<file path="config.mk">
export PLATFORM = sky130hd
export DESIGN_NAME = awg_wave_core_flat
export DESIGN_NICKNAME = d
export VERILOG_FILES = /design/src/rtl/awg_wave_core_if.sv /design/src/rtl/awg_wave_core.sv /design/src/flat_wrapper.sv
export SDC_FILE = /design/constraint.sdc
export NUM_CORES = 1
export LEC_CHECK = 0
export BUFFER_PORTS_ARGS = -buffer_cell sky130_fd_sc_hd__buf_2
export CAP_MARGIN = 20
export CELL_PAD_IN_SITES_DETAIL_PLACEMENT = 0
export CELL_PAD_IN_SITES_GLOBAL_PLACEMENT = 1
export CORE_MARGIN = 2
export CORE_UTILIZATION = 45
export DETAILED_ROUTE_END_ITERATION = 7
export PLACE_DENSITY_LB_ADDON = 0.1
export SKIP_CTS_REPAIR_TIMING = 1
export SLEW_MARGIN = 20
export SYNTH_ARGS = -nofsm -noshare
export SYNTH_HDL_FRONTEND = slang
export SYNTH_SLANG_ARGS = --single-unit
export TNS_END_PERCENT = 10
</file>
<file path="constraint.sdc">
create_clock -name clk -period 6.6 [get_ports clk]
set_input_delay 0.99 -clock clk [delete_from_list [all_inputs] [get_ports clk]]
set_output_delay 0.99 -clock clk [all_outputs]
set_load 0.1 [all_outputs]
</file>
<file path="src/rtl/awg_wave_core_if.sv">
// Control and sample bundle for the waveform core: the master drives control, the slave
// returns the registered DAC word.
interface awg_wave_core_if #(
   parameter int unsigned DATA_W = 14,
   parameter int unsigned ACC_W  = 24
);
   logic              en;
   logic [1:0]        sel;
   logic [ACC_W-1:0]  freq;
   logic [3:0]        amp;
   logic [7:0]        phase;
   logic [DATA_W-1:0] dac_data;

   modport master (output en, sel, freq, amp, phase, input dac_data);
   modport slave  (input en, sel, freq, amp, phase, output dac_data);
endinterface

</file>
<file path="src/rtl/awg_wave_core.sv">
// DDS waveform core: saw, quarter-table sine, LFSR noise or midscale, with 2^-amp attenuation.
// Define AWG_NOISE_EN to build the LFSR noise source; otherwise sel=2 outputs midscale.
module awg_wave_core #(
   parameter int unsigned DATA_W = 14,
   parameter int unsigned ACC_W  = 24
) (
   input logic        clk,
   input logic        rst_n,
   awg_wave_core_if.slave bus
);

   localparam int unsigned QW = 13;
   localparam int unsigned QN = 64;
   localparam logic [DATA_W-1:0] Mid   = {1'b1, {(DATA_W-1){1'b0}}};
   localparam logic [DATA_W-1:0] MidM1 = {1'b0, {(DATA_W-1){1'b1}}};
   localparam longint PiQ30 = 64'sd3373259426;

   // Quarter-wave table built at elaboration with fixed-point Taylor series (Q30).
   function automatic logic [QN*QW-1:0] gen_quarter();
      logic [QN*QW-1:0] tab;
      longint x, x2, term, sum;
      tab = '0;
      for (int i = 0; i < QN; i++) begin
         x    = (PiQ30 * longint'(2 * i + 1)) / 64'sd256;
         x2   = (x * x) >>> 30;
         term = x;
         sum  = x;
         for (int k = 1; k < 12; k++) begin
            term = -(((term * x2) >>> 30) / longint'((2 * k) * (2 * k + 1)));
            sum  = sum + term;
         end
         tab[i*QW +: QW] = QW'((sum * 64'sd8191 + 64'sd536870912) >>> 30);
      end
      return tab;
   endfunction

   localparam logic [QN*QW-1:0] QTab = gen_quarter();

   logic [ACC_W-1:0]   acc_q, acc_d;
   logic [DATA_W-1:0]  dac_q, dac_d;
   logic [DATA_W-1:0]  p14;
   logic [7:0]         p;
   logic [5:0]         jm;
   logic [QW-1:0]      qv;
   logic [DATA_W-1:0]  sine_raw, raw;
   logic [3:0]         a;
   logic signed [DATA_W:0] diff, shifted, scaled;

   assign acc_d = acc_q + bus.freq;
   assign p14   = acc_q[ACC_W-1 -: DATA_W] + {bus.phase, {(DATA_W-8){1'b0}}};
   assign p     = p14[DATA_W-1 -: 8];

   // Odd quadrants read the table mirrored; upper half is reflected below midscale.
   assign jm       = p[6] ? ~p[5:0] : p[5:0];
   assign qv       = QTab[32'(jm) * QW +: QW];
   assign sine_raw = p[7] ? (MidM1 - DATA_W'(qv)) : (Mid + DATA_W'(qv));

`ifdef AWG_NOISE_EN
   logic [15:0] lfsr_q, lfsr_d;
   logic        fb;

   assign fb     = lfsr_q[15] ^ lfsr_q[13] ^ lfsr_q[12] ^ lfsr_q[10];
   assign lfsr_d = bus.en ? {lfsr_q[14:0], fb} : lfsr_q;

   always_ff @(posedge clk) begin
      if (!rst_n) lfsr_q <= 16'hACE1;
      else        lfsr_q <= lfsr_d;
   end
`endif

   always_comb begin
      raw = Mid;
      unique case (bus.sel)
         2'd0: raw = p14;
         2'd1: raw = sine_raw;
`ifdef AWG_NOISE_EN
         2'd2: raw = lfsr_q[DATA_W-1:0];
`endif
         default: raw = Mid;
      endcase
   end

   // Attenuate around midscale; the arithmetic shift truncates toward minus infinity.
   assign a       = (bus.amp > 4'd9) ? 4'd9 : bus.amp;
   assign diff    = $signed({1'b0, raw}) - $signed({1'b0, Mid});
   assign shifted = diff >>> a;
   assign scaled  = shifted + $signed({1'b0, Mid});
   assign dac_d   = DATA_W'(scaled);

   always_ff @(posedge clk) begin
      if (!rst_n) begin
         acc_q <= '0;
         dac_q <= Mid;
      end else if (bus.en) begin
         acc_q <= acc_d;
         dac_q <= dac_d;
      end
   end

   assign bus.dac_data = dac_q;

endmodule

</file>
<file path="src/flat_wrapper.sv">
// flat-port wrapper written by rule: the top's interface ports become plain ports
module awg_wave_core_flat 
#(
   parameter int unsigned DATA_W = 14,
   parameter int unsigned ACC_W  = 24
)
  (clk, rst_n, bus_en, bus_sel, bus_freq, bus_amp, bus_phase, bus_dac_data);
  awg_wave_core_if #(.DATA_W(DATA_W), .ACC_W(ACC_W)) bus_i ();
  input logic clk;
  input logic rst_n;
  input wire logic [$bits(bus_i.en)-1:0] bus_en;
  input wire logic [$bits(bus_i.sel)-1:0] bus_sel;
  input wire logic [$bits(bus_i.freq)-1:0] bus_freq;
  input wire logic [$bits(bus_i.amp)-1:0] bus_amp;
  input wire logic [$bits(bus_i.phase)-1:0] bus_phase;
  output wire logic [$bits(bus_i.dac_data)-1:0] bus_dac_data;
  assign bus_i.en = bus_en;
  assign bus_i.sel = bus_sel;
  assign bus_i.freq = bus_freq;
  assign bus_i.amp = bus_amp;
  assign bus_i.phase = bus_phase;
  assign bus_dac_data = bus_i.dac_data;
  awg_wave_core #(.DATA_W(DATA_W), .ACC_W(ACC_W)) u_core (.clk(clk), .rst_n(rst_n), .bus(bus_i));
endmodule
</file>
== Yosys cells after proc, flatten, opt, wreduce, memory -nomap -nowiden ==
Cells that the tools add are included.

* Register bits after elaboration: 38
* Logic and storage cells: 19

* Magnitude comparators: 1
* Add/subtract/negate cells: 6
* Multiplexer cells: 4
* Equality and inequality tests: 1
* Bitwise gates (word level): 1
* Shift-type cells: 2
* Reduce and logical (&&, ||, !) cells: 1
* $mul: 1

{| class="wikitable"
|+ Operators by type and width
! kind !! count
|-
| $shiftx 832x11->13 const A || 1
|-
| $pmux 14 s2 || 1
|-
| $add 24x24->24 || 1
|-
| $sshr 15x4->14 || 1
|-
| $sub 14x14->15 const B || 1
|-
| $add 14x13->14 const A || 1
|-
| $add 14x14->14 || 1
|-
| $add 14x14->14 const B || 1
|-
| $mux 14 || 1
|-
| $sub 13x13->14 const A || 1
|-
| $mul 6x4->10 const B || 1
|-
| $mux 6 || 1
|-
| $not 6->6 || 1
|-
| $gt 4x4->1 const B || 1
|-
| $mux 4 || 1
|-
| $eq 2x1->1 const B || 1
|-
| $logic_not 2->1 || 1
|}

== Logic depth before layout (Yosys ltp) ==
Gate-level depths: netlist of the first run.

* Word-level depth: 11
* Gate-level depth with buffers: 24

== Least setup slack after synthesis of the first run ==
No wires, ideal clock.

* Path kind: input -> register
* From: input bus_phase[0]
* To: register u_core.dac_q[2] (netlist: u_core.bus.dac_data[2])
* Setup slack: 0.797 ns
* Cell stages on the path: 23
* Required time: 6.482 ns
* Arrival time: 5.685 ns
* Cell sequence: ha_1 > inv_1 > fa_1 > and2b_1 > o21ai_2 > a211o_2 > buf_6 > buf_6 > buf_2 > xnor2_1 > inv_1 > ha_1 > or2_2 > buf_1 > o221ai_1 > a22o_1 > a22oi_1 > a2111oi_2 > a211oi_1 > a22oi_2 > o221ai_1 > a211o_1 > a32o_1

* Longest elaborated chain between the ends: 11

{| class="wikitable"
|+ Ends and longest elaborated chain
! element !! RTL line !! RTL
|-
| start, declared || flat_wrapper.sv:15 || <nowiki>input wire logic [$bits(bus_i.phase)-1:0] bus_phase;</nowiki>
|-
| $add 14x14->14 * || awg_wave_core.sv:50 || <nowiki>assign p14 = acc_q[ACC_W-1 -: DATA_W] + {bus.phase, {(DATA_W-8){1'b0}}};</nowiki>
|-
| $not 6->6 || awg_wave_core.sv:54 || <nowiki>assign jm = p[6] ? ~p[5:0] : p[5:0];</nowiki>
|-
| $mux 6 || awg_wave_core.sv:54 ||
|-
| $mul 6x4->10 || awg_wave_core.sv:55 || <nowiki>assign qv = QTab[32'(jm) * QW +: QW];</nowiki>
|-
| $shiftx 832x11->13 || awg_wave_core.sv:55 ||
|-
| $add 14x13->14 or $sub 13x13->14 (tied branches) || awg_wave_core.sv:56 || <nowiki>assign sine_raw = p[7] ? (MidM1 - DATA_W'(qv)) : (Mid + DATA_W'(qv));</nowiki>
|-
| $mux 14 || awg_wave_core.sv:56 ||
|-
| $pmux 14 s2 * || awg_wave_core.sv:73 || <nowiki>unique case (bus.sel)</nowiki>
|-
| $sub 14x14->15 * || awg_wave_core.sv:85 || <nowiki>assign diff = $signed({1'b0, raw}) - $signed({1'b0, Mid});</nowiki>
|-
| $sshr 15x4->14 * || awg_wave_core.sv:86 || <nowiki>assign shifted = diff >>> a;</nowiki>
|-
| $add 14x14->14 * || awg_wave_core.sv:87 || <nowiki>assign scaled = shifted + $signed({1'b0, Mid});</nowiki>
|-
| end signal, assigned || awg_wave_core.sv:93 || <nowiki>dac_q <= Mid;</nowiki>
|-
| end, declared || awg_wave_core.sv:40 || <nowiki>logic [DATA_W-1:0] dac_q, dac_d;</nowiki>
|}

Every way passes the cells marked *; elsewhere a longest branch is shown, timed or not.
A chain may end at the register's enable or synchronous reset.

== Worst setup path after layout of the first run ==
* From: input bus_phase[0]
* To: register u_core.dac_q[0] (netlist: u_core.bus.dac_data[0])

Same word-level chain as after synthesis.

==> summary by stage, run 1 <==
Final layout
Of the cells placed in the final design, the portion with a size suffix greater than 1 is approximately 14%. The number of antenna cells inserted is 0. Measured on the finished design, the core utilization comes to 49.5%.

After the last flow step, the layout net total stands at 978. Compared with the post-synthesis result, the final layout area differs by 8.17%. The final non-filler cell total is 1076.

Synthesis
The cell area that synthesis handed to floorplanning was approximately 0.0063 sq mm. Yosys mapped a number of flops with a built-in enable equal to 0. For this run, asynchronously set or reset flops after synthesis account for 0%. Yosys printed 0 warnings. In the synthesized netlist the dominant register cell turns out to be sky130_fd_sc_hd__dfxtp_1. Synthesis produced a netlist whose cell count is 877. The largest area contributor in the netlist is sky130_fd_sc_hd__dfxtp_1. Synthesis instantiated 93 different standard cells from the library.

Counting instances in the post-synthesis netlist gives the leading cell types as sky130_fd_sc_hd__nor2_1, sky130_fd_sc_hd__o21ai_0, sky130_fd_sc_hd__nand2_1. The register bit total from synthesis is 38. The post-synth net total is 959. The area share of the leading cell type in the synthesized netlist is 12.1%. By area the synthesized netlist is led by sky130_fd_sc_hd__dfxtp_1, sky130_fd_sc_hd__ha_1, sky130_fd_sc_hd__nor2_1. The share of the Yosys chip area taken by registers is 12.1%. The library cell with the highest instance count after synthesis is sky130_fd_sc_hd__nor2_1. The post-synthesis area per instance is 7.19 sq um.

Die
The die covers about 0.015 sq mm. The initialized floorplan defines 43 standard-cell rows. The die is approximately 120 um tall. The floorplan step set the die width to 122 um. The area of the placeable core is 0.0138 sq mm.

For this design the top-level I/O count stands at 55. The starting density of the core is 45.8%.

Setup path
The worst setup path is of the input pin to flip-flop kind. The setup check on the worst reg-to-reg path leaves a slack of about 1.1 ns. For this design, the slowest cell found on the critical path is sky130_fd_sc_hd__fa_1. At the worst endpoint, the arrival time is slightly above 6 ns.

Measured in cells, the most critical reg-to-reg path has a length of 20. The kind of end point of the critical path is a flip-flop. The worst setup path is launched from an input pin. In this run the worst path has a maximum fanout of 8.

On the worst path, the slowest cell contributes a delay of 0.46 ns. The worst register-to-register path ends at u_core.bus.dac_data[0]$_SDFFE_PN0P_. The required time of the critical path is between 6 and 7 ns. Traced cell by cell, the critical path runs through buf_2, ha_1, inv_1, fa_1, and2b_1, o21ai_2, a211o_2, xnor2_1, inv_1, ha_1, nor2_1, o21ai_0, and3_1, a311o_1, a211oi_1, a221oi_1, a31oi_1, mux2i_1, nor3_1, nor4_1, a31oi_1. The startpoint identified for the worst register-to-register timing path is u_core.acc_q[16]$_SDFFE_PN0P_.

CTS
The clock edge transition at the registers on the reported setup and hold paths is 0.06 ns. The CTS tree is done. The maximum count of clock buffers along a single path is 2.

The tree is rooted in a sky130_fd_sc_hd__clkbuf_16. The count of clock tree sinks is 38. The total CTS buffers is 5. The number of levels in the clock H-tree is 2. The clock reaches the later pin of the worst-skew pair after between 0.2 and 0.3 ns.

Route
Dividing the detail-routed via count by the number of cells gives 6.72. In the routed design, unresolved DRC markers number 0. Dividing the detail-routed wire length by the instance count gives between 20 and 25 um. The count of routing violations after the opening detailed-route iteration is 861. Across all layers, the routed design uses 7231 vias.

The residual antenna-violating net count after detailed routing is 0. The total iterations of the first detailed-routing run is 8. The final wirelength is 23.8 mm.

Hold path
The path category of the worst min-delay check is flip-flop to flip-flop. The hold-critical path depth is 2. The endpoint of the worst hold-timing path is u_core.bus.dac_data[5]$_SDFFE_PN0P_. In this run the most critical hold path is launched from u_core.bus.dac_data[5]$_SDFFE_PN0P_.

Timing
The final number of max-transition violations is 0. The transition time at the pin with the least slew margin is 0.928 ns. Static timing analysis puts the maximum clock frequency at 169 MHz. Setup repair after global routing left no endpoint under its margin.

The part of the cycle the worst path needs is between 80% and 90%. Setup violations remaining at the end of the flow were counted as 0. The minimum clock period after layout is 5.91 ns. Across the routed clock network, the largest skew measured is 0.0110 ns. The worst-case setup margin in the final layout is 0.686 ns.

In the final timing run, aggregate negative setup slack is 0 ns. The hold violation total from the final report is 0. The worst relative slew slack is 38.1%.

Status
The flow ran to the end, and the final reports show no timing, DRC or antenna violations.

Flow run
Max-cap violations in this run came to 0.

Global route
The global-route wire length before repair is ~37 mm. The leftover overflow at the end of global routing is 0. The number of antenna violations at the first check in global routing is 0. The total global-route track usage is 31.4%. The via count of the first global-routing pass came to 6636. Entering global routing, the biggest net connects 42 pins.

Power and ir drop
IR analysis of the VDD net gives a maximum drop of 0.000274 V. For this design the ratio of total power to cell area is roughly 460 mW/mm^2. In this run the static leakage power is 2.73 nW.

Placement
During placement, the flow inserted port buffers numbering 54. OpenSTA, run right after detailed placement, puts the worst setup slack at 0.505 ns. After legalization and detailed placement, the total HPWL measured roughly 17 mm. Including well taps, the total number of placed cells is approximately 1100. The congestion estimate from routability-driven global placement came to around 1.1.
-- cells in the final DEF (no fill, tap or decap), types with 18 or more instances in the layout --
| cell | n |
|---|---|
| sky130_fd_sc_hd__a211oi_1 | 18 |
| sky130_fd_sc_hd__a21oi_1 | 56 |
| sky130_fd_sc_hd__buf_2 | 54 |
| sky130_fd_sc_hd__buf_4 | 26 |
| sky130_fd_sc_hd__dfxtp_1 | 38 |
| sky130_fd_sc_hd__ha_1 | 39 |
| sky130_fd_sc_hd__inv_1 | 21 |
| sky130_fd_sc_hd__mux2i_1 | 29 |
| sky130_fd_sc_hd__nand2_1 | 60 |
| sky130_fd_sc_hd__nand3_1 | 41 |
| sky130_fd_sc_hd__nor2_1 | 87 |
| sky130_fd_sc_hd__nor3_1 | 33 |
| sky130_fd_sc_hd__o211ai_1 | 19 |
| sky130_fd_sc_hd__o21ai_0 | 62 |
| sky130_fd_sc_hd__xnor2_1 | 22 |
-- layer usage --
layer | track usage (%) | vias to the layer above | part of all wire [%]
met1 | 44.7 | 3356 | 44
met5 | 0 | - | 0
li1 | - | 3400 | -
met4 | 10.8 | 0 | 3.7
met2 | 46.7 | 397 | 42
met3 | 6.60 | 78 | 9.7
-- flip-flops by register name, indices dropped and copies added, names as in the netlist --
register / count
u_core.acc_q: 24
u_core.bus.dac_data: 14
-- critical path, delay by kind of cell --
family | cells | cell delay [ns]
buffers and inverters | 3 | 0.34
AOI/OAI and AO/OA | 8 | 1.83
xor gates and xnor gates | 1 | 0.41
adders and majority gates | 3 | 1.05
and+or+nand+nor | 5 | 1.18
muxes | 1 | 0.24
-- worst max path at each step --
| stage | start | end | slack, ns |
|---|---|---|---|
| 2_1_floorplan | bus_phase[0] | u_core.bus.dac_data[2]$_SDFFE_PN0P_ | 0.80 |
| 3_3_place_gp | bus_phase[0] | u_core.bus.dac_data[0]$_SDFFE_PN0P_ | 0.70 |
| 3_5_place_dp | bus_phase[0] | u_core.bus.dac_data[4]$_SDFFE_PN0P_ | 0.51 |
| 4_1_cts | bus_phase[0] | u_core.bus.dac_data[4]$_SDFFE_PN0P_ | 0.80 |
| 5_1_grt | bus_phase[0] | u_core.bus.dac_data[0]$_SDFFE_PN0P_ | 0.40 |
| 6_report | bus_phase[0] | u_core.bus.dac_data[0]$_SDFFE_PN0P_ | 0.69 |
-- power breakdown --
group | total, mW | switching (mW) | internal [mW]
clock network | 0.232 | 0.0956 | 0.137
registers | 0.288 | 0.0257 | 0.262
logic | 2.62 | 1.73 | 0.892
-- layout make-up --
cell class | count | area (sq um)
Fill cell | 1411 | 6950
Multi-Input combinational cell | 746 | 5140
Sequential cell | 38 | 761
Timing Repair Buffer | 80 | 465
Tap cell | 180 | 225
Clock buffer | 5 | 125
Inverter | 25 | 93.8
Clock inverter | 2 | 10.0
-- per-stage QoR --
| step | total power [mW] | instance area (sq um) | hold slack [ns] |
|---|---|---|---|
| floorplan | 2.10 | 6310 | 0.463 |
| global placement | 2.79 | 6690 | 0.449 |
| detailed placement | 2.80 | 6690 | 0.470 |
| CTS | 3.04 | 6820 | 0.479 |
| global route | 3.30 | 6820 | 0.502 |
| finish | 3.14 | 6820 | 0.471 |
-- cell families after synthesis --
family / Yosys count / synth area share [%]
and+or+nand+nor: 300 / 23.1
DFF: 38 / 12.1
AOI/OAI and AO/OA: 332 / 38.4
xor gates and xnor gates: 35 / 5.10
buffers and inverters: 93 / 6.60
muxes: 36 / 6.07
adders and majority gates: 43 / 8.69
Power figures use the tool's default switching activity.
==> run 2: changes to the inputs <==
--- a/config.mk
+++ b/config.mk
@@ -5,12 +5,12 @@
 export SDC_FILE = /design/constraint.sdc
 export NUM_CORES = 1
 export LEC_CHECK = 0
-export BUFFER_PORTS_ARGS = -buffer_cell sky130_fd_sc_hd__buf_2
+export BUFFER_PORTS_ARGS = -buffer_cell sky130_fd_sc_hd__buf_4
 export CAP_MARGIN = 20
 export CELL_PAD_IN_SITES_DETAIL_PLACEMENT = 0
 export CELL_PAD_IN_SITES_GLOBAL_PLACEMENT = 1
 export CORE_MARGIN = 2
-export CORE_UTILIZATION = 45
+export CORE_UTILIZATION = 30
 export DETAILED_ROUTE_END_ITERATION = 7
 export PLACE_DENSITY_LB_ADDON = 0.1
 export SKIP_CTS_REPAIR_TIMING = 1
==> run 2 against run 1 <==
Effect of this change:
- clock skew down 0.0044 ns
- largest power group unchanged
- routed wire length up 12%
- critical path type unchanged
- register-to-register slack about the same
- highest routed layer unchanged
==> summary by stage, run 2 (synthesis gave the netlist of run 1 again) <==
Final layout
The share of final-layout standard cells stronger than drive strength 1 is 14.0% (+0.096 points). The number of flip-flops under the largest register name is 24 (unchanged). From synthesis to final layout, the design area changed by 12.7%. The sequential cell area is 761 sq um (unchanged). The number of nets in the final layout is 978 (unchanged). The most flop-heavy register is u_core.acc_q.

The number of antenna cells inserted came to 0 (unchanged). The cell area after layout came to 0.00711 sq mm (+4.2%). The area used by multi-input combinational logic is 0.00514 sq mm (unchanged).

The final non-filler cell total is 1172 (+8.9%). Leaving out fill and tap cells, the most frequent cell in the layout is sky130_fd_sc_hd__nor2_1. Leaving out fill and tap cells, the most frequent cells in the layout are sky130_fd_sc_hd__nor2_1, sky130_fd_sc_hd__buf_4, sky130_fd_sc_hd__o21ai_0. The count of fill cells added during filler insertion is 2253 (+60%).

The share of the core filled with cells in the final layout is 34.1% (-15 points).

Setup path
The kind of start point of the critical path is an input pin. The kind of end point of the critical path is a flip-flop. The required time of the critical path is 6.76 ns (about the same). The arrival time at the worst endpoint is 6.07 ns (about the same).

The count of buffering cells on the critical path with inverters included came to 3 (unchanged). The largest fanout on the critical path came to 8 (unchanged). By startpoint and endpoint, the worst setup path is classified as input pin to flip-flop. The critical path goes through buf_4, ha_1, inv_1, fa_1, nand2b_1, a211oi_4, a211o_2, xnor2_1, inv_1, ha_1, nor2_1, o21ai_0, and3_1, a311o_1, a211oi_1, a221oi_1, a31oi_1, mux2i_1, nor3_1, nor4_1, a31oi_1.

On the critical path the largest part of the delay comes from compound AO/OA/AOI/OAI gates. The cell type of the slowest stage on the worst timing path is sky130_fd_sc_hd__fa_1. The longest individual stage delay on the worst path is 0.46 ns (about the same).

Global route
The number of antenna violations at the first check in global routing is 0 (unchanged). The total global-route track usage is 23.5% (-7.9 points). The global-route wire length before repair was 40.7 mm (+10%). The leftover overflow at the end of global routing is 0 (unchanged). The pin count of the biggest net entering global routing is 42 (unchanged). The via count of the first global-routing pass was 6956 (+4.8%).

Die
The height of the die is 149 um (+22%). The x dimension of the die is 149 um (+22%). The site row count was 53 (+23%). The I/O pin total was 55 (unchanged). The starting density of the core came to 30.3% (-16 points).

The area of the placeable core is 0.0208 sq mm (+51%). The floorplan die area is 0.0222 sq mm (+48%).

CTS
The number of levels in the clock H-tree was 2 (unchanged). The root buffer cell is sky130_fd_sc_hd__clkbuf_16. The maximum count of clock buffers along a single path is 2 (unchanged). TritonCTS built the clock tree. The total CTS buffers is 5 (unchanged). The clock edge transition at the registers on the reported setup and hold paths is 0.06 ns (about the same). The source-to-sink clock delay at the later pin of the worst-skew pair is 0.28 ns (about the same). The count of clock tree sinks was 38 (unchanged).

Power and ir drop
The internal power contribution is 1.33 mW (+3.1%). The maximum VDD drop was 0.000172 V (-37%). The combinational cell fraction of total power is 82.5% (-0.9 points). The total power of the final layout came to 3.21 mW (+2.1%). The power density over the cells came to 451 mW/mm^2 (-2.0%). The cell leakage power came to 2.78 nW (+1.9%).

The switching share of power is 58.5% (-0.41 points). The fraction of power consumed by the clock network was 8.4% (+1.0 points). The proportion of power drawn by flip-flops and latches is 9.1% (about the same). The net switching power is 1.87 mW (+1.4%).

Timing
The final sum of negative setup slack is 0 ns (unchanged). Setup repair after global routing left no endpoint under its margin. The minimum clock period after layout is 5.91 ns (-0.00499 ns). The hold violation total from the final report is 0 (unchanged). The final number of max-transition violations is 0 (unchanged).

The transition time at the pin with the least slew margin was 0.991 ns (+0.0633 ns). The part of the cycle the worst path needs came to 89.5% (about the same). The maximum clock frequency came to 169 MHz (about the same). The final worst clock skew was 0.00659 ns (-0.00444 ns). The worst relative slew slack is 33.9% (-4.1 points). The worst-case setup margin in the final layout is 0.691 ns (+0.00499 ns). The setup violation total in the final timing report is 0 (unchanged).

The final hold slack came to 0.466 ns (-0.00482 ns).

Placement
The placed wire-length estimate after detailed placement is 19.6 mm (+12%). The number of instances in the placed design was 1164 (+8.9%). The worst-case setup slack after placement is 0.404 ns (-0.101 ns). The final weighted congestion of routability-driven global placement was 0.952 (-9.8%). The number of buffers inserted by port buffering came to 54 (unchanged). The placed instance area was 0.00694 sq mm (+3.8%).

Route
The final wirelength is 26.5 mm (+12%). The residual antenna-violating net count after detailed routing is 0 (unchanged). The average wire length per cell after detail routing was 22.6 um (+2.5%). The count of routing violations after the opening detailed-route iteration came to 843 (-2.1%).

The routed via count divided by cell count is 6.21 (-7.6%). The number of design rule violations left after detail routing came to 0 (unchanged). The total iterations of the first detailed-routing run is 6 (-2). The total vias in the final route is 7278 (+0.65%).

Status
The flow ran to the end, and the final reports show no timing, DRC or antenna violations.

Hold path
The worst hold path belongs to the class flip-flop to flip-flop.

Flow run
The count of max-cap constraint violations is 0 (unchanged).
[run 2: cell count changes in the layout (fill, tap and decap cells not counted), sizes merged]
cell,delta
clkinv,-2
clkbuf,+3
[run 2: layer usage]
metal	up-vias	part of all wire (%)	track usage (%)	wire length, um
met1	3504	45	32.4	12000
met2	311	44	36.3	11600
met4	0	2.6	6.57	681
met3	48	8.1	5.93	2160
met5	-	0	0	0
li1	3415	-	-	-
[run 2: power groups by stage]
stage | clock, mW | sequential [mW] | combinational (mW)
after floorplan | 0 | 0.351 | 1.75
after detailed placement | 0 | 0.295 | 2.56
after global placement | 0 | 0.294 | 2.59
final | 0.270 | 0.290 | 2.64
after CTS | 0.279 | 0.291 | 2.57
after global routing | 0.288 | 0.294 | 2.82
[run 2: final timing paths]
kind                                         endpoint  cells after the start  slack (ns)                                 from
setup / recovery  u_core.bus.dac_data[0]$_SDFFE_PN0P_                     21        0.69                         bus_phase[0]
hold / removal    u_core.bus.dac_data[6]$_SDFFE_PN0P_                      2        0.47  u_core.bus.dac_data[6]$_SDFFE_PN0P_
setup reg to reg  u_core.bus.dac_data[0]$_SDFFE_PN0P_                     20        1.04        u_core.acc_q[16]$_SDFFE_PN0P_
hold reg to reg   u_core.bus.dac_data[6]$_SDFFE_PN0P_                      2        0.47  u_core.bus.dac_data[6]$_SDFFE_PN0P_
[run 2: final cells by class]
type / count / share of cell area (%)
repair buffers: 80 / 8.45
inverters: 25 / 1.32
flip-flops and latches: 38 / 10.7
clock buffers: 8 / 2.34
multi-input cells: 746 / 72.4
well taps: 275 / 4.84
[run 2: worst reg2reg max path: stages (launching register included)]
cell and delay [ns]:
sky130_fd_sc_hd__dfxtp_1 0.40, sky130_fd_sc_hd__ha_1 0.27, sky130_fd_sc_hd__inv_1 0.08, sky130_fd_sc_hd__fa_1 0.46
sky130_fd_sc_hd__nand2b_1 0.26, sky130_fd_sc_hd__a211oi_4 0.46, sky130_fd_sc_hd__a211o_2 0.23, sky130_fd_sc_hd__xnor2_1 0.23
sky130_fd_sc_hd__inv_1 0.17, sky130_fd_sc_hd__ha_1 0.34, sky130_fd_sc_hd__nor2_1 0.32, sky130_fd_sc_hd__o21ai_0 0.19
sky130_fd_sc_hd__and3_1 0.21, sky130_fd_sc_hd__a311o_1 0.32, sky130_fd_sc_hd__a211oi_1 0.35, sky130_fd_sc_hd__a221oi_1 0.09
sky130_fd_sc_hd__a31oi_1 0.26, sky130_fd_sc_hd__mux2i_1 0.29, sky130_fd_sc_hd__nor3_1 0.08, sky130_fd_sc_hd__nor4_1 0.29
sky130_fd_sc_hd__a31oi_1 0.14
==> run 3: changes to the inputs <==
--- a/config.mk
+++ b/config.mk
@@ -12,7 +12,7 @@
 export CORE_MARGIN = 2
 export CORE_UTILIZATION = 30
 export DETAILED_ROUTE_END_ITERATION = 7
-export PLACE_DENSITY_LB_ADDON = 0.1
+export PLACE_DENSITY = 0.71
 export SKIP_CTS_REPAIR_TIMING = 1
 export SLEW_MARGIN = 20
 export SYNTH_ARGS = -nofsm -noshare
==> run 3 against run 2 <==
Effect of this change:
- worst hold slack worse by 0.0062 ns
- die area stayed put
- non-clock buffer count is 1 higher
- global-route usage is 2.3 points lower
- utilization is 0.15 points lower
- maximum frequency is 1.1% higher
- routed wire length is 11% lower
==> summary by stage, run 3 (synthesis gave the netlist of run 1 again) <==
Status
The flow ran to the end, and the final reports show no timing, DRC or antenna violations.

Route
The average wire length per cell after detail routing is 20.2 um (-11%). The routed via count divided by cell count is 6.18 (-0.54%). The total iterations of the first detailed-routing run is 6 (unchanged). The number of design rule violations left after detail routing is 0 (unchanged). The residual antenna-violating net count after detailed routing is 0 (unchanged). The total vias in the final route is 7239 (-0.54%). The count of routing violations after the opening detailed-route iteration came to 710 (-16%). The final wirelength is 23.6 mm (-11%).

Final layout
The area growth from synthesis to layout is 12.2%. In the layout the commonest cells are sky130_fd_sc_hd__nor2_1, sky130_fd_sc_hd__buf_4, sky130_fd_sc_hd__o21ai_0. The number of flip-flops under the largest register name is 24 (unchanged).

Ranked by flip-flop count, first place goes to u_core.acc_q. The final non-filler cell total was 1172 (unchanged). The most frequent standard cell in the layout excluding fill and tap cells is sky130_fd_sc_hd__nor2_1. The number of nets in the final layout is 979 (+0.10%).

The share of final-layout standard cells stronger than drive strength 1 is 14.2% (+0.11 points). The share of the core filled with cells in the final layout is 34.0% (-0.15 points). The number of antenna cells inserted is 0 (unchanged). The count of fill cells added during filler insertion is 2285 (+1.4%).

Die
The floorplan die area is 0.0222 sq mm (unchanged). The I/O pin total came to 55 (unchanged). The height of the die is 149 um (unchanged). The starting density of the core is 30.3% (unchanged). The x dimension of the die was 149 um (unchanged).

The area of the placeable core is 0.0208 sq mm (unchanged). The site row count is 53 (unchanged).

CTS
The CTS tree is done. The number of levels in the clock H-tree is 2 (unchanged). The maximum count of clock buffers along a single path was 2 (unchanged).

The total CTS buffers came to 5 (unchanged). The source-to-sink clock delay at the later pin of the worst-skew pair is 0.29 ns (about the same). The clock edge transition at the registers on the reported setup and hold paths was 0.06 ns (about the same). The count of clock tree sinks is 38 (unchanged). The root buffer cell is sky130_fd_sc_hd__clkbuf_16.

Hold path
The hold-critical path depth is 2 (unchanged). The worst hold path belongs to the class flip-flop to flip-flop. The endpoint of the worst hold-timing path is u_core.bus.dac_data[6]$_SDFFE_PN0P_. The worst hold path begins at u_core.bus.dac_data[6]$_SDFFE_PN0P_.

Setup path
The flop-to-flop setup slack is 1.14 ns (+0.10 ns). The largest fanout on the critical path is 11 (+3). The arrival time at the worst endpoint is 6.05 ns (-0.02 ns).

The worst register-to-register path begins at u_core.acc_q[16]$_SDFFE_PN0P_. The kind of start point of the critical path is an input pin. The required time of the critical path came to 6.80 ns (+0.04 ns). STA classifies the critical path endpoint as a flip-flop.

The cell type of the slowest stage on the worst timing path is sky130_fd_sc_hd__a311oi_1. The worst-case reg-to-reg path depth is 19 (-5.0%). The reg-to-reg critical path endpoint is u_core.bus.dac_data[4]$_SDFFE_PN0P_. The longest individual stage delay on the worst path is 0.55 ns (+0.09 ns). The signal on the critical path passes through buf_4, ha_1, inv_1, fa_1, and2b_1, o21ai_2, a211o_2, xnor2_1, ha_1, buf_4, nor2_1, a21oi_1, or3_1, a311oi_1, or4b_1, nand4_1, o32ai_2, nand2_1, and3_1, o32ai_2. The path type of the worst setup path is input pin to flip-flop.

The critical path starts at bus_phase[0].

Power and ir drop
The power density over the cells was 439 mW/mm^2 (-2.7%). The maximum VDD drop is 0.000187 V (+8.5%). The cell leakage power was 2.77 nW (-0.31%).

The total power of the final layout was 3.11 mW (-3.1%).

Global route
The leftover overflow at the end of global routing was 0 (unchanged). The total global-route track usage came to 21.1% (-2.3 points). The number of antenna violations at the first check in global routing came to 0 (unchanged). The pin count of the biggest net entering global routing was 42 (unchanged). The via count of the first global-routing pass came to 6815 (-2.0%). The global-route wire length before repair was 37.7 mm (-7.4%).

Placement
The final weighted congestion of routability-driven global placement came to 0.989 (+3.9%). The worst-case setup slack after placement is 0.510 ns (+0.106 ns). The placed wire-length estimate after detailed placement is 17.5 mm (-11%).

The number of instances in the placed design is 1165 (+0.086%). The number of buffers inserted by port buffering was 54 (unchanged).

Timing
The part of the cycle the worst path needs is 88.6% (-0.96 points). The final number of max-transition violations is 0 (unchanged). Setup repair after global routing left no endpoint under its margin. The worst-case setup margin in the final layout was 0.754 ns (+0.0635 ns).

The hold violation total from the final report is 0 (unchanged). The final sum of negative setup slack was 0 ns (unchanged). The worst relative slew slack is 45.9% (+12 points). The transition time at the pin with the least slew margin came to 0.811 ns (-0.180 ns). The maximum clock frequency was 171 MHz (+1.1%).

The setup violation total in the final timing report was 0 (unchanged). The final worst clock skew was 0.00454 ns (-0.00205 ns). The minimum clock period after layout is 5.85 ns (-0.0635 ns).

Flow run
The count of max-cap constraint violations is 0 (unchanged).
run 3: layout make-up:
class	instances	area (sq um)	area share [%]
multi-input cells	746	5140	72.6
well taps	275	344	4.86
inverters	25	93.8	1.33
clock buffers	5	125	1.77
flip-flops and latches	38	761	10.7
repair buffers	81	606	8.56
clock inverters	2	10.0	0.141
run 3: critical path, delay by kind of cell:
| kind | cells | cell delay (ns) |
|---|---|---|
| compound gates | 6 | 1.80 |
| simple gates | 7 | 1.39 |
| fa+ha+maj | 3 | 1.12 |
| buf+inv | 3 | 0.38 |
| xor+xnor | 1 | 0.37 |
run 3: per-stage QoR:
stage | hold slack [ns] | instance area (sq um)
after floorplan | 0.463 | 6310
after global placement | 0.444 | 6940
after detailed placement | 0.454 | 6940
after CTS | 0.468 | 7080
after global routing | 0.499 | 7080
final | 0.460 | 7080
run 3: how the worst max path moves through the flow:
stage               depth (start not counted)                             endpoint  slack, ns
finish                                     20  u_core.bus.dac_data[4]$_SDFFE_PN0P_       0.75
global route                               21  u_core.bus.dac_data[2]$_SDFFE_PN0P_       0.41
CTS                                        20  u_core.bus.dac_data[4]$_SDFFE_PN0P_       0.80
global placement                           21  u_core.bus.dac_data[2]$_SDFFE_PN0P_       0.51
floorplan                                  23  u_core.bus.dac_data[2]$_SDFFE_PN0P_       0.80
detailed placement                         20  u_core.bus.dac_data[4]$_SDFFE_PN0P_       0.51
run 3: metal layers:
metal	global-route usage, %	vias to the layer above	routed length, um
li1	-	3402	-
met1	29.3	3390	10500
met2	32.5	363	10300
met3	3.46	84	1860
met4	8.71	0	992
met5	0	-	0
run 3: where the power goes:
part	total, mW	internal [mW]	switching (mW)
Clock	0.235	0.137	0.0981
Combinational	2.58	0.894	1.69
Sequential	0.288	0.262	0.0258
Total	3.11	1.29	1.81
